## src/rtl/leaf_xbar_scheduler.sv

```systemverilog
// leaf_xbar_scheduler: grant scheduler for a 5-port leaf crossbar.
// Requester 0 is the local GPU, requesters 1-4 are spine links. One flow is
// granted at a time (round-robin), routed up/down/drop by its destination
// group, and held until its burst completes, its request drops, or it is a
// drop route.
// Optional feature: define LEAF_XBAR_STARVE_GUARD_EN to add a per-requester
// wait counter that forces a long-waiting requester to win arbitration.
module leaf_xbar_scheduler #(
  parameter logic [3:0] GROUP_ID  = 4'b0100,
  parameter int         BURST_LEN = 4
) (
  input  logic        clk,
  input  logic        reset,
  input  logic        arb_enable,
  input  logic [4:0]  req,
  input  logic [29:0] dest_addr_flat,
  input  logic        beat_done,
  output logic [4:0]  gnt,
  output logic [2:0]  current_grant,
  output logic [1:0]  direction,
  output logic        busy,
  output logic [3:0]  beat_cnt
);

  localparam int NREQ = 5;

  typedef enum logic [1:0] {
    S_IDLE    = 2'd0,
    S_GRANT   = 2'd1,
    S_HOLD    = 2'd2,
    S_RELEASE = 2'd3
  } state_t;

  state_t      r_state;
  logic [4:0]  r_gnt;
  logic [2:0]  r_cg;
  logic [1:0]  r_dir;
  logic        r_busy;
  logic [3:0]  r_cnt;
  logic [2:0]  r_ptr;   // last winner; search starts at r_ptr+1
  logic [2:0]  r_win;   // winner of the active grant, kept for the pointer update

  logic [3:0]  w_sum;
  logic        w_rr_found;
  logic [2:0]  w_rr_win;
  logic        w_starve;
  logic [2:0]  w_starve_win;
  logic [2:0]  w_win;
  logic        w_take;
  logic [3:0]  w_grp;
  logic [1:0]  w_dir;
  logic [3:0]  w_cnt_nxt;
  logic        w_release;
  logic        w_unused_lsb;

  // Only the group field [5:2] of each destination takes part in routing.
  assign w_unused_lsb = ^{dest_addr_flat[25:24], dest_addr_flat[19:18],
                          dest_addr_flat[13:12], dest_addr_flat[7:6],
                          dest_addr_flat[1:0]};

  // Round-robin search: first requester found walking from r_ptr+1 modulo 5.
  always_comb begin
    w_rr_found = 1'b0;
    w_rr_win   = 3'd0;
    w_sum      = 4'd0;
    for (int k = 1; k <= NREQ; k++) begin
      w_sum = {1'b0, r_ptr} + 4'(k);
      if (w_sum >= 4'd5) w_sum = w_sum - 4'd5;
      if (!w_rr_found && req[w_sum[2:0]]) begin
        w_rr_found = 1'b1;
        w_rr_win   = w_sum[2:0];
      end
    end
  end

`ifdef LEAF_XBAR_STARVE_GUARD_EN
  logic [NREQ-1:0][5:0] r_wait;

  // Starving requester (waited 32+ cycles) overrides the pointer; lowest index wins.
  always_comb begin
    w_starve     = 1'b0;
    w_starve_win = 3'd0;
    for (int i = NREQ-1; i >= 0; i--) begin
      if (req[i] && r_wait[i][5]) begin
        w_starve     = 1'b1;
        w_starve_win = 3'(i);
      end
    end
  end

  // Wait counters: count cycles requesting without holding the grant, clear on win.
  always_ff @(posedge clk or posedge reset) begin
    if (reset) begin
      r_wait <= '0;
    end else begin
      for (int i = 0; i < NREQ; i++) begin
        if (r_state == S_IDLE && w_take && w_win == 3'(i))
          r_wait[i] <= 6'd0;
        else if (req[i] && !r_gnt[i] && r_wait[i] != 6'h3F)
          r_wait[i] <= r_wait[i] + 6'd1;
      end
    end
  end
`else
  assign w_starve     = 1'b0;
  assign w_starve_win = 3'd0;
`endif

  assign w_win  = w_starve ? w_starve_win : w_rr_win;
  assign w_take = arb_enable && w_rr_found;

  // Destination group of the candidate winner.
  always_comb begin
    w_grp = dest_addr_flat[5:2];
    case (w_win)
      3'd1:    w_grp = dest_addr_flat[11:8];
      3'd2:    w_grp = dest_addr_flat[17:14];
      3'd3:    w_grp = dest_addr_flat[23:20];
      3'd4:    w_grp = dest_addr_flat[29:26];
      default: w_grp = dest_addr_flat[5:2];
    endcase
  end

  // Route: GPU goes up unless local (drop); spines go down if local, else drop.
  always_comb begin
    if (w_win == 3'd0) w_dir = (w_grp == GROUP_ID) ? 2'b11 : 2'b01;
    else               w_dir = (w_grp == GROUP_ID) ? 2'b10 : 2'b11;
  end

  // Release is evaluated against the count including this cycle's beat.
  assign w_cnt_nxt = r_cnt + {3'd0, beat_done};
  assign w_release = (w_cnt_nxt >= 4'(BURST_LEN)) || !req[r_win] || (r_dir == 2'b11);

  // Scheduler FSM with registered grant outputs.
  always_ff @(posedge clk or posedge reset) begin
    if (reset) begin
      r_state <= S_IDLE;
      r_gnt   <= 5'd0;
      r_cg    <= 3'b111;
      r_dir   <= 2'b00;
      r_busy  <= 1'b0;
      r_cnt   <= 4'd0;
      r_ptr   <= 3'd4;
      r_win   <= 3'd0;
    end else begin
      unique case (r_state)
        S_IDLE: begin
          if (w_take) begin
            r_state <= S_GRANT;
            r_gnt   <= 5'd1 << w_win;
            r_cg    <= w_win;
            r_dir   <= w_dir;
            r_busy  <= 1'b1;
            r_cnt   <= 4'd0;
            r_win   <= w_win;
          end
        end
        S_GRANT: begin
          r_state <= S_HOLD;
          if (beat_done) r_cnt <= w_cnt_nxt;
        end
        S_HOLD: begin
          if (w_release) begin
            r_state <= S_RELEASE;
            r_gnt   <= 5'd0;
            r_cg    <= 3'b111;
            r_dir   <= 2'b00;
            r_busy  <= 1'b0;
            r_cnt   <= 4'd0;
          end else if (beat_done) begin
            r_cnt <= w_cnt_nxt;
          end
        end
        S_RELEASE: begin
          r_ptr   <= r_win;
          r_state <= S_IDLE;
        end
        default: r_state <= S_IDLE;
      endcase
    end
  end

  assign gnt           = r_gnt;
  assign current_grant = r_cg;
  assign direction     = r_dir;
  assign busy          = r_busy;
  assign beat_cnt      = r_cnt;

endmodule
```

## config.mk

```make
export PLATFORM = sky130hd
export DESIGN_NAME = leaf_xbar_scheduler
export DESIGN_NICKNAME = d
export VERILOG_FILES = /design/src/rtl/leaf_xbar_scheduler.sv
export SDC_FILE = /design/constraint.sdc
export NUM_CORES = 1
export LEC_CHECK = 0
export ABC_AREA = 1
export BUFFER_PORTS_ARGS = -buffer_cell sky130_fd_sc_hd__buf_2
export CAP_MARGIN = 40
export CORE_MARGIN = 10
export CORE_UTILIZATION = 46
export CTS_CLUSTER_SIZE = 14
export DETAILED_ROUTE_END_ITERATION = 8
export GPL_TIMING_DRIVEN = 0
export MAX_ROUTING_LAYER = met4
export PLACE_DENSITY_LB_ADDON = 0.2
export SKIP_CTS_REPAIR_TIMING = 1
export SLEW_MARGIN = 0
export SYNTH_ARGS = -nofsm -noshare
export SYNTH_HDL_FRONTEND = slang
export SYNTH_SLANG_ARGS = --single-unit
```

## constraint.sdc

```tcl
create_clock -name clk -period 4.85 [get_ports clk]
set_input_delay 0.485 -clock clk [delete_from_list [all_inputs] [get_ports clk]]
set_output_delay 0.485 -clock clk [all_outputs]
set_load 0.02 [all_outputs]
```

# == After elaboration in Yosys (flattened, before gate mapping) ==
# Index checks and enable logic that the tools add are counted.
# op_classes
n_reduce_logical,20
order_cmp,12
n_mux,50
add_sub_neg,11
n_eq_ne,11
n_shift,1
# op_table
cell,count
3-bit 2-to-1 mux,12
4-bit by 3-bit greater-or-equal comparator with 1-bit output (second input constant),6
3-bit by 4-bit less-than comparator with 1-bit output (second input constant),6
1-bit binary-select mux with 3-bit select,6
4-bit case mux with 4 select lines,1
3-bit subtractor (second input constant),5
1-bit 2-to-1 mux,14
2-bit 2-to-1 mux,6
4-bit 2-to-1 mux,3
4-bit case mux with 3 select lines,1
5-bit 2-to-1 mux,2
5-bit case mux with 2 select lines,1
3-bit by 2-bit adder with 4-bit output (second input constant),2
3-bit by 3-bit adder with 4-bit output (second input constant),2
2-bit case mux with 4 select lines,1
2-bit equality test (second input constant),3
3-bit by 2-bit equality test with 1-bit output (second input constant),2
3-bit case mux with 2 select lines,1
2-bit AND reduction,3
1-bit logical AND,5
1-bit logical NOT,5
1-bit by 3-bit left shift with 5-bit output (first input constant),1
3-bit by 1-bit adder with 4-bit output (second input constant),1
4-bit by 1-bit adder with 4-bit output,1
13 further kinds,15
# word_totals
register_bits,23
in_bits,39
output_inout_bits,15
wordCells,113

# == Longest topological paths before layout ==
# Gate-level depths: netlist of the first run.
# depth
word_depth,25
mapped_depth,28

# == Least setup slack after synthesis of the first run ==
# Ideal clock, no wire load.
# synth_path
path_type,register to register
startpoint,register r_ptr[0]
endpoint,register r_dir[1] (netlist: direction[1])
n_path_buf,0
t_arrival_ns,2.881
stages_incl_launch_ff,25
setup_time_ns,0.116
required_time_ns,4.734
period_less_slack_ns,2.998
path_slack_ns,1.852
cell_sequence,dfrtp_1 inv_2 ha_1 inv_1 fa_1 inv_1 nand2_1 o21ai_0 nand3_1 nand2_1 nand2_1 nand2_1 nand2_2 nor2_4 nand3_1 nor2_1 nor2_2 nor2_1 nand2_1 nand3_1 nor2_1 nand2_1 nand3_1 nand2_1 nand2_1
# synth_via
elab_chain_cells,25
# synth_rtl
item,line_no,rtl
from (decl),40,logic [2:0] r_ptr;
from (signal assigned),175,r_ptr <= r_win;
3-bit by 1-bit adder with 4-bit output,67,"w_sum = {1'b0, r_ptr} + 4'(k);"
4-bit by 3-bit greater-or-equal comparator with 1-bit output / 3-bit subtractor (equally long branches),68,if (w_sum >= 4'd5) w_sum = w_sum - 4'd5;
3-bit 2-to-1 mux,68,
1-bit binary-select mux with 3-bit select,69,if (!w_rr_found && req[w_sum[2:0]]) begin
1-bit 2-to-1 mux (implied by the code),69,
1-bit 2-to-1 mux,69,
1-bit logical NOT,69,
1-bit logical AND,69,
[8 not listed],-,
1-bit logical AND,69,
3-bit 2-to-1 mux,69,
3-bit equality test (tied with other cells),115,case (w_win)
4-bit case mux with 4 select lines,115,
4-bit by 3-bit equality test with 1-bit output,126,if (w_win == 3'd0) w_dir = (w_grp == GROUP_ID) ? 2'b11 : 2'b01;
2-bit 2-to-1 mux (2 in series),126,
2-bit 2-to-1 mux,148,if (w_take) begin
2-bit case mux with 2 select lines,146,unique case (r_state)
to (signal assigned),152,r_dir <= w_dir;
to (decl),37,logic [1:0] r_dir;
# Several ways; a longest one is shown, not always the timed one. The select of a mux whose other input is x is not followed.
# A chain may end at the register's enable or synchronous reset.

# == Final worst setup path of the first run ==
# Same ends and word-level chain as after synthesis.

==> flow_summary.toml, run 1 <==
[outcome]
outcome = "completed"

[min_path]
min_path_type = "in2async"

[flow_run]
cap_violations = 0

[yosys]
synth_area_mm2 = 0.00225
synth_cell_type_count = 33
synth_edf_count = 0
syn-num-nets = 406
yosysTopAreaCellShare_pct = 21.1
synth_top_area_cell = "dfrtp_1"
ys_warn_count = 0
ys_ff_latch = 23
syn_area_per_cell_um2 = 6.46
ys_top_cells_by_count = "104 x nand2_1, 49 x nand3_1, 45 x inv_1"
yosysSeqAreaShare_pct = 25.8
yosysMostFrequentCell = "nand2_1"
syn_inst = 348
synth_flop_cell = "dfrtp_1"
synthArstFlopShare_pct = 100
synth_area_leaders = "dfrtp_1 21%, nand2_1 17%, nand3_1 11%, ha_1 10%, inv_1 7.5%"

[timing]
clock_skew_ns = 0.00281
rsz0062_at_grt = "false"
slew-limit-headroom_pct = 67.9
fin_crit_sh_pct = 75.6
fmax_mhz = 273
drv_slew = 0
setup_tns_ns = 0
period_minus_slack_ns = 3.67
hold_violations = 0
worst_pin_slew_ns = 0.476
setup_viol = 0

[grt]
grtUsageTotal_pct = 14.7
grt_pass1_vias = 2261
antenna_found_initial = 0
grt_pass1_wl_mm = 10.2
grt_max_degree = 21
grt_remaining_overflow = 0

[placement]
place_congestion = 0.920
dp_hpwl_mm = 4.78
placement.io_buffers = 43

[layout]
drive_above_1_share_pct = 18.9
area_delta_synth_final_pct = 16.6
diodes = 0
final_nets = 455

[floorplan]
initial_utilization_pct = 47.6
die_width_um = 89.9
die_height_um = 89.9
core-area_mm2 = 0.00472
io_pins = 54
std_cell_rows = 25
dieArea_mm2 = 0.00809

[clock_tree]
cts_made_buffers = 3
cts.clk_slew.worst_paths_ns = 0.08
clock_latency_ns = 0.27
cts_tree = "done"
htree_levels = 1
clockBufferDepth = 2
clock-sinks = 23
cts.root.buffer_cell = "clkbuf_8"

[route]
drc = 0
postRouteAntennaNets = 0
via_per_inst = 5.10
wl_per_cell_um = 12.7
first_pass_iters = 4
totalWireLength_mm = 5.89
vias = 2359
dr.first_iter.drc_count = 163

[setup_path]
worstPathRequired_ns = 5.06
worstSetupStartpointType = "register"
crit_fanout = 12
worstPathArrival_ns = 3.88
worstSetupPathType = "reg2reg"
endpoint_kind = "register"
## worst max-delay path: stages, from the launching register on
cell     delay [ns]
dfrtp_1        0.49
inv_2          0.25
ha_1           0.18
inv_1          0.07
fa_1           0.36
inv_1          0.14
nand2_1        0.12
o21ai_0        0.28
nand3_1        0.15
nand2_1        0.10
nand2_1        0.05
nand2_1        0.09
nand2_2        0.07
nor2_4         0.19
nand4_1        0.10
nand2_1        0.27
inv_1          0.10
nand2_1        0.11
nand3_1        0.07
nor2_1         0.10
nand2_1        0.11
nand3_1        0.09
nand2_1        0.06
nand2_1        0.06
## metal layers
layer  vias to the layer above  part of all wire [%]  wire length [um]  track usage, %
met5                         -                     0                 0               -
met4                         0                   1.1                67            3.32
met3                         6                   3.8               223            2.24
met2                        58                    47              2760            24.7
met1                      1069                    48              2830            18.1
li1                       1226                     -                 -               -
## logic make-up (layout without fill, tap and decap cells)
group / Yosys count / after routing / synth area share [%]
and+or+nand+nor: 206 / 206 / 40.8
buffers and inverters: 52 / 100 / 8.84
AOI/OAI and AO/OA: 44 / 44 / 12.1
DFF: 23 / 23 / 25.8
adders and majority gates: 19 / 19 / 10.9
xor gates and xnor gates: 4 / 4 / 1.56
## flip-flops by register name (all words and copies together), names as in the netlist
register,count
r_win,3
r_ptr,3
beat_cnt,4
gnt,5
busy,1
current_grant,3
r_state,2
direction,2
## placed cells by master, fill, tap and decap left out
cell type and n:
buf_16 1, nand3b_1 3, o22ai_1 1, ha_1 18, fa_1 1, a31oi_1 1, a22oi_1 3, a21oi_4 1
o31ai_1 2, or2_2 3, nand2_2 6, xor2_1 3, nor2_1 27, inv_1 45, dfrtp_1 19, o21ai_1 1
o21a_1 1, a21oi_1 11, o211ai_1 2, dfstp_2 4, a31oi_2 1, nand3_2 2, a22o_1 2, o2111ai_1 1
o21ai_0 17, xnor2_1 1, nand4_1 6, nand2_1 104, nor2_4 2, nor3_1 3, clkbuf_8 3, inv_2 6
nor2_2 1, buf_4 1, clkinv_2 1, nand3_1 49, buf_2 43
## path summary, 6_finish.rpt
path                                from  cells after the start  slack [ns]          endpoint
worst max-delay path            r_ptr[0]                     23        1.18      direction[1]
worst min-delay path               reset                      2        0.12       beat_cnt[1]
worst max register to register  r_ptr[0]                     23        1.18      direction[1]
worst min register to register    gnt[3]                      2        0.48            gnt[3]
max in group asynchronous          reset                      3        4.28  current_grant[2]
min in group clk                  gnt[3]                      2        0.48            gnt[3]
## cell type report
| type | count | area [um^2] |
|---|---|---|
| Buffer | 1 | 7.51 |
| Clock buffer | 3 | 41.3 |
| Clock inverter | 1 | 5.00 |
| Fill cell | 475 | 2100 |
| Inverter | 51 | 191 |
| Multi-Input combinational cell | 273 | 1470 |
| Sequential cell | 23 | 581 |
| Tap cell | 67 | 83.8 |
| Timing Repair Buffer | 44 | 243 |
## metrics by stage
step | std cells | hold slack, ns | util (%) | instance area (um^2) | setup WS [ns]
after floorplan | 348 | 0.453 | - | 2250 | 1.85
after global placement | 458 | 0.452 | 54.0 | 2550 | 1.29
after detailed placement | 459 | 0.413 | 54.5 | 2580 | 1.24
after CTS | 463 | 0.121 | 55.5 | 2620 | 1.22
after global routing | 463 | 0.129 | 55.5 | 2620 | 0.866
final | 463 | 0.117 | 55.5 | 2620 | 1.18
Power of run 1 is not shown: default switching activity piles up to over one toggle a cycle in this logic, so the estimate is an artifact.
==> run 2: changes to the inputs <==
==> constraint.sdc (replaced) <==
create_clock -name clk -period 3.4 [get_ports clk]
set_input_delay 0.34 -clock clk [delete_from_list [all_inputs] [get_ports clk]]
set_output_delay 0.34 -clock clk [all_outputs]
set_load 0.02 [all_outputs]
==> run 2 against run 1 <==
- non-clock buffer count rose by 15
- hold slack improved by 0.30 ns
- global-route usage did not move
- setup slack got worse by 1.0 ns
- critical path type unchanged
- die area did not move
- sequential share of layout area fell by 1.6 points
- clock skew barely moved
- sequential cell count did not move
- register-to-register slack got worse by 1.0 ns
- highest routed layer unchanged
- final cell count rose by 3.5%
- critical path depth rose by 1
==> flow_summary.toml, run 2 (synthesis gave the netlist of run 1 again) <==
[min_path]
min_path_type = "in2reg"

[route]
postRouteAntennaNets = 0
via_per_inst = 5.09
totalWireLength_mm = 6.11
dr.first_iter.drc_count = 137
drc = 0
vias = 2437
first_pass_iters = 4
wl_per_cell_um = 12.7

[layout]
regArea_um2 = 583
area_delta_synth_final_pct = 26.1
diodes = 0
final_nets = 471
final_cell_mix = "100 x nand2_1, 45 x nand3_1, 43 x buf_2, 42 x inv_1, 23 x nor2_1"
multi_input_area_mm2 = 0.00156
final_common_cell = "nand2_1"
largest_register_ffs = 5
final_cells = 479
fillers = 455
fin_area_mm2 = 0.00284
drive_above_1_share_pct = 26.9

[floorplan]
core-area_mm2 = 0.00472
std_cell_rows = 25
die_width_um = 89.9
die_height_um = 89.9
io_pins = 54
dieArea_mm2 = 0.00809
initial_utilization_pct = 47.6

[grt]
grtUsageTotal_pct = 14.7
grt_max_degree = 21
grt_remaining_overflow = 0
grt_pass1_vias = 2261
grt_pass1_wl_mm = 10.2
antenna_found_initial = 0

[placement]
post_dp_cell_area_mm2 = 0.00258
place_congestion = 0.920
placement.io_buffers = 43
place_inst = 459
dp_hpwl_mm = 4.78

[setup_path]
worstSetupStartpointType = "register"
crit_fanout = 8
worstSetupPathType = "reg2reg"
endpoint_kind = "register"
worstPathArrival_ns = 3.40
worstPathRequired_ns = 3.56

[clock_tree]
cts.clk_slew.worst_paths_ns = 0.08
cts_made_buffers = 3
clock_latency_ns = 0.27
clockBufferDepth = 2
clock-sinks = 23
cts.root.buffer_cell = "clkbuf_8"
htree_levels = 1
cts_tree = "done"

[timing]
setup_viol = 0
drv_slew = 0
fin_crit_sh_pct = 95.1
clock_skew_ns = 0.00291
slew-limit-headroom_pct = 74.0
hold_violations = 0
worst_pin_slew_ns = 0.388
period_minus_slack_ns = 3.23
fmax_mhz = 309

[outcome]
outcome = "completed"

[flow_run]
cap_violations = 0
==> run 2: path summary, 6_finish.rpt <==
kind                            from                to  slack (ns)  cells after the start
max                         r_ptr[0]      direction[1]        0.17                     24
min                        beat_done       beat_cnt[1]        0.42                      3
max reg2reg                 r_ptr[0]      direction[1]        0.17                     24
min reg2reg                   gnt[3]            gnt[3]        0.49                      2
max in group asynchronous      reset  current_grant[2]        2.43                      4
min in group asynchronous      reset       beat_cnt[1]        0.52                      3
==> run 2: area by class of cell <==
type                            count  area share (%)
Tap cell                           67            2.95
Timing Repair Buffer               59            12.6
Multi-Input combinational cell    274            55.0
Inverter                           51            7.01
Sequential cell                    23            20.5
Clock inverter                      1           0.176
Buffer                              1           0.265
Clock buffer                        3            1.46
==> run 2: critical path, stage by stage, from the launching register on <==
cell	delay [ns]
dfrtp_2	0.44
clkinv_4	0.08
ha_1	0.14
inv_1	0.07
fa_1	0.37
inv_2	0.10
nand2_1	0.12
o21ai_2	0.17
nand3_1	0.12
nand2_1	0.10
nand2_1	0.05
nand2_1	0.09
nand2_2	0.07
nor2_4	0.18
nand3_1	0.15
nor2_1	0.19
nor2_4	0.08
nand3_1	0.07
nand2_1	0.05
nor2_1	0.09
nor2_1	0.05
nand2_1	0.12
nand3_1	0.08
nand2_1	0.08
nand2_1	0.06
==> run 2: per-layer routing <==
| metal | track usage (%) | up-vias | wire length [um] |
|---|---|---|---|
| met5 | - | - | 0 |
| met4 | 3.32 | 0 | 48 |
| met3 | 2.24 | 7 | 194 |
| met2 | 24.7 | 49 | 2980 |
| met1 | 18.1 | 1120 | 2890 |
| li1 | - | 1261 | - |
==> run 2: through the flow <==
step	hold slack, ns	setup slack, ns	utilization (%)	setup TNS, ns
global placement	0.452	-0.157	54.0	-0.295
detailed placement	0.268	-0.206	54.5	-0.582
floorplan	0.339	0.402	-	0
finish	0.417	0.168	60.1	0
CTS	-0.0244	-0.229	55.5	-0.751
global route	0.434	-0.0632	60.1	-0.0752
Power of run 2 is left out for the same reason.
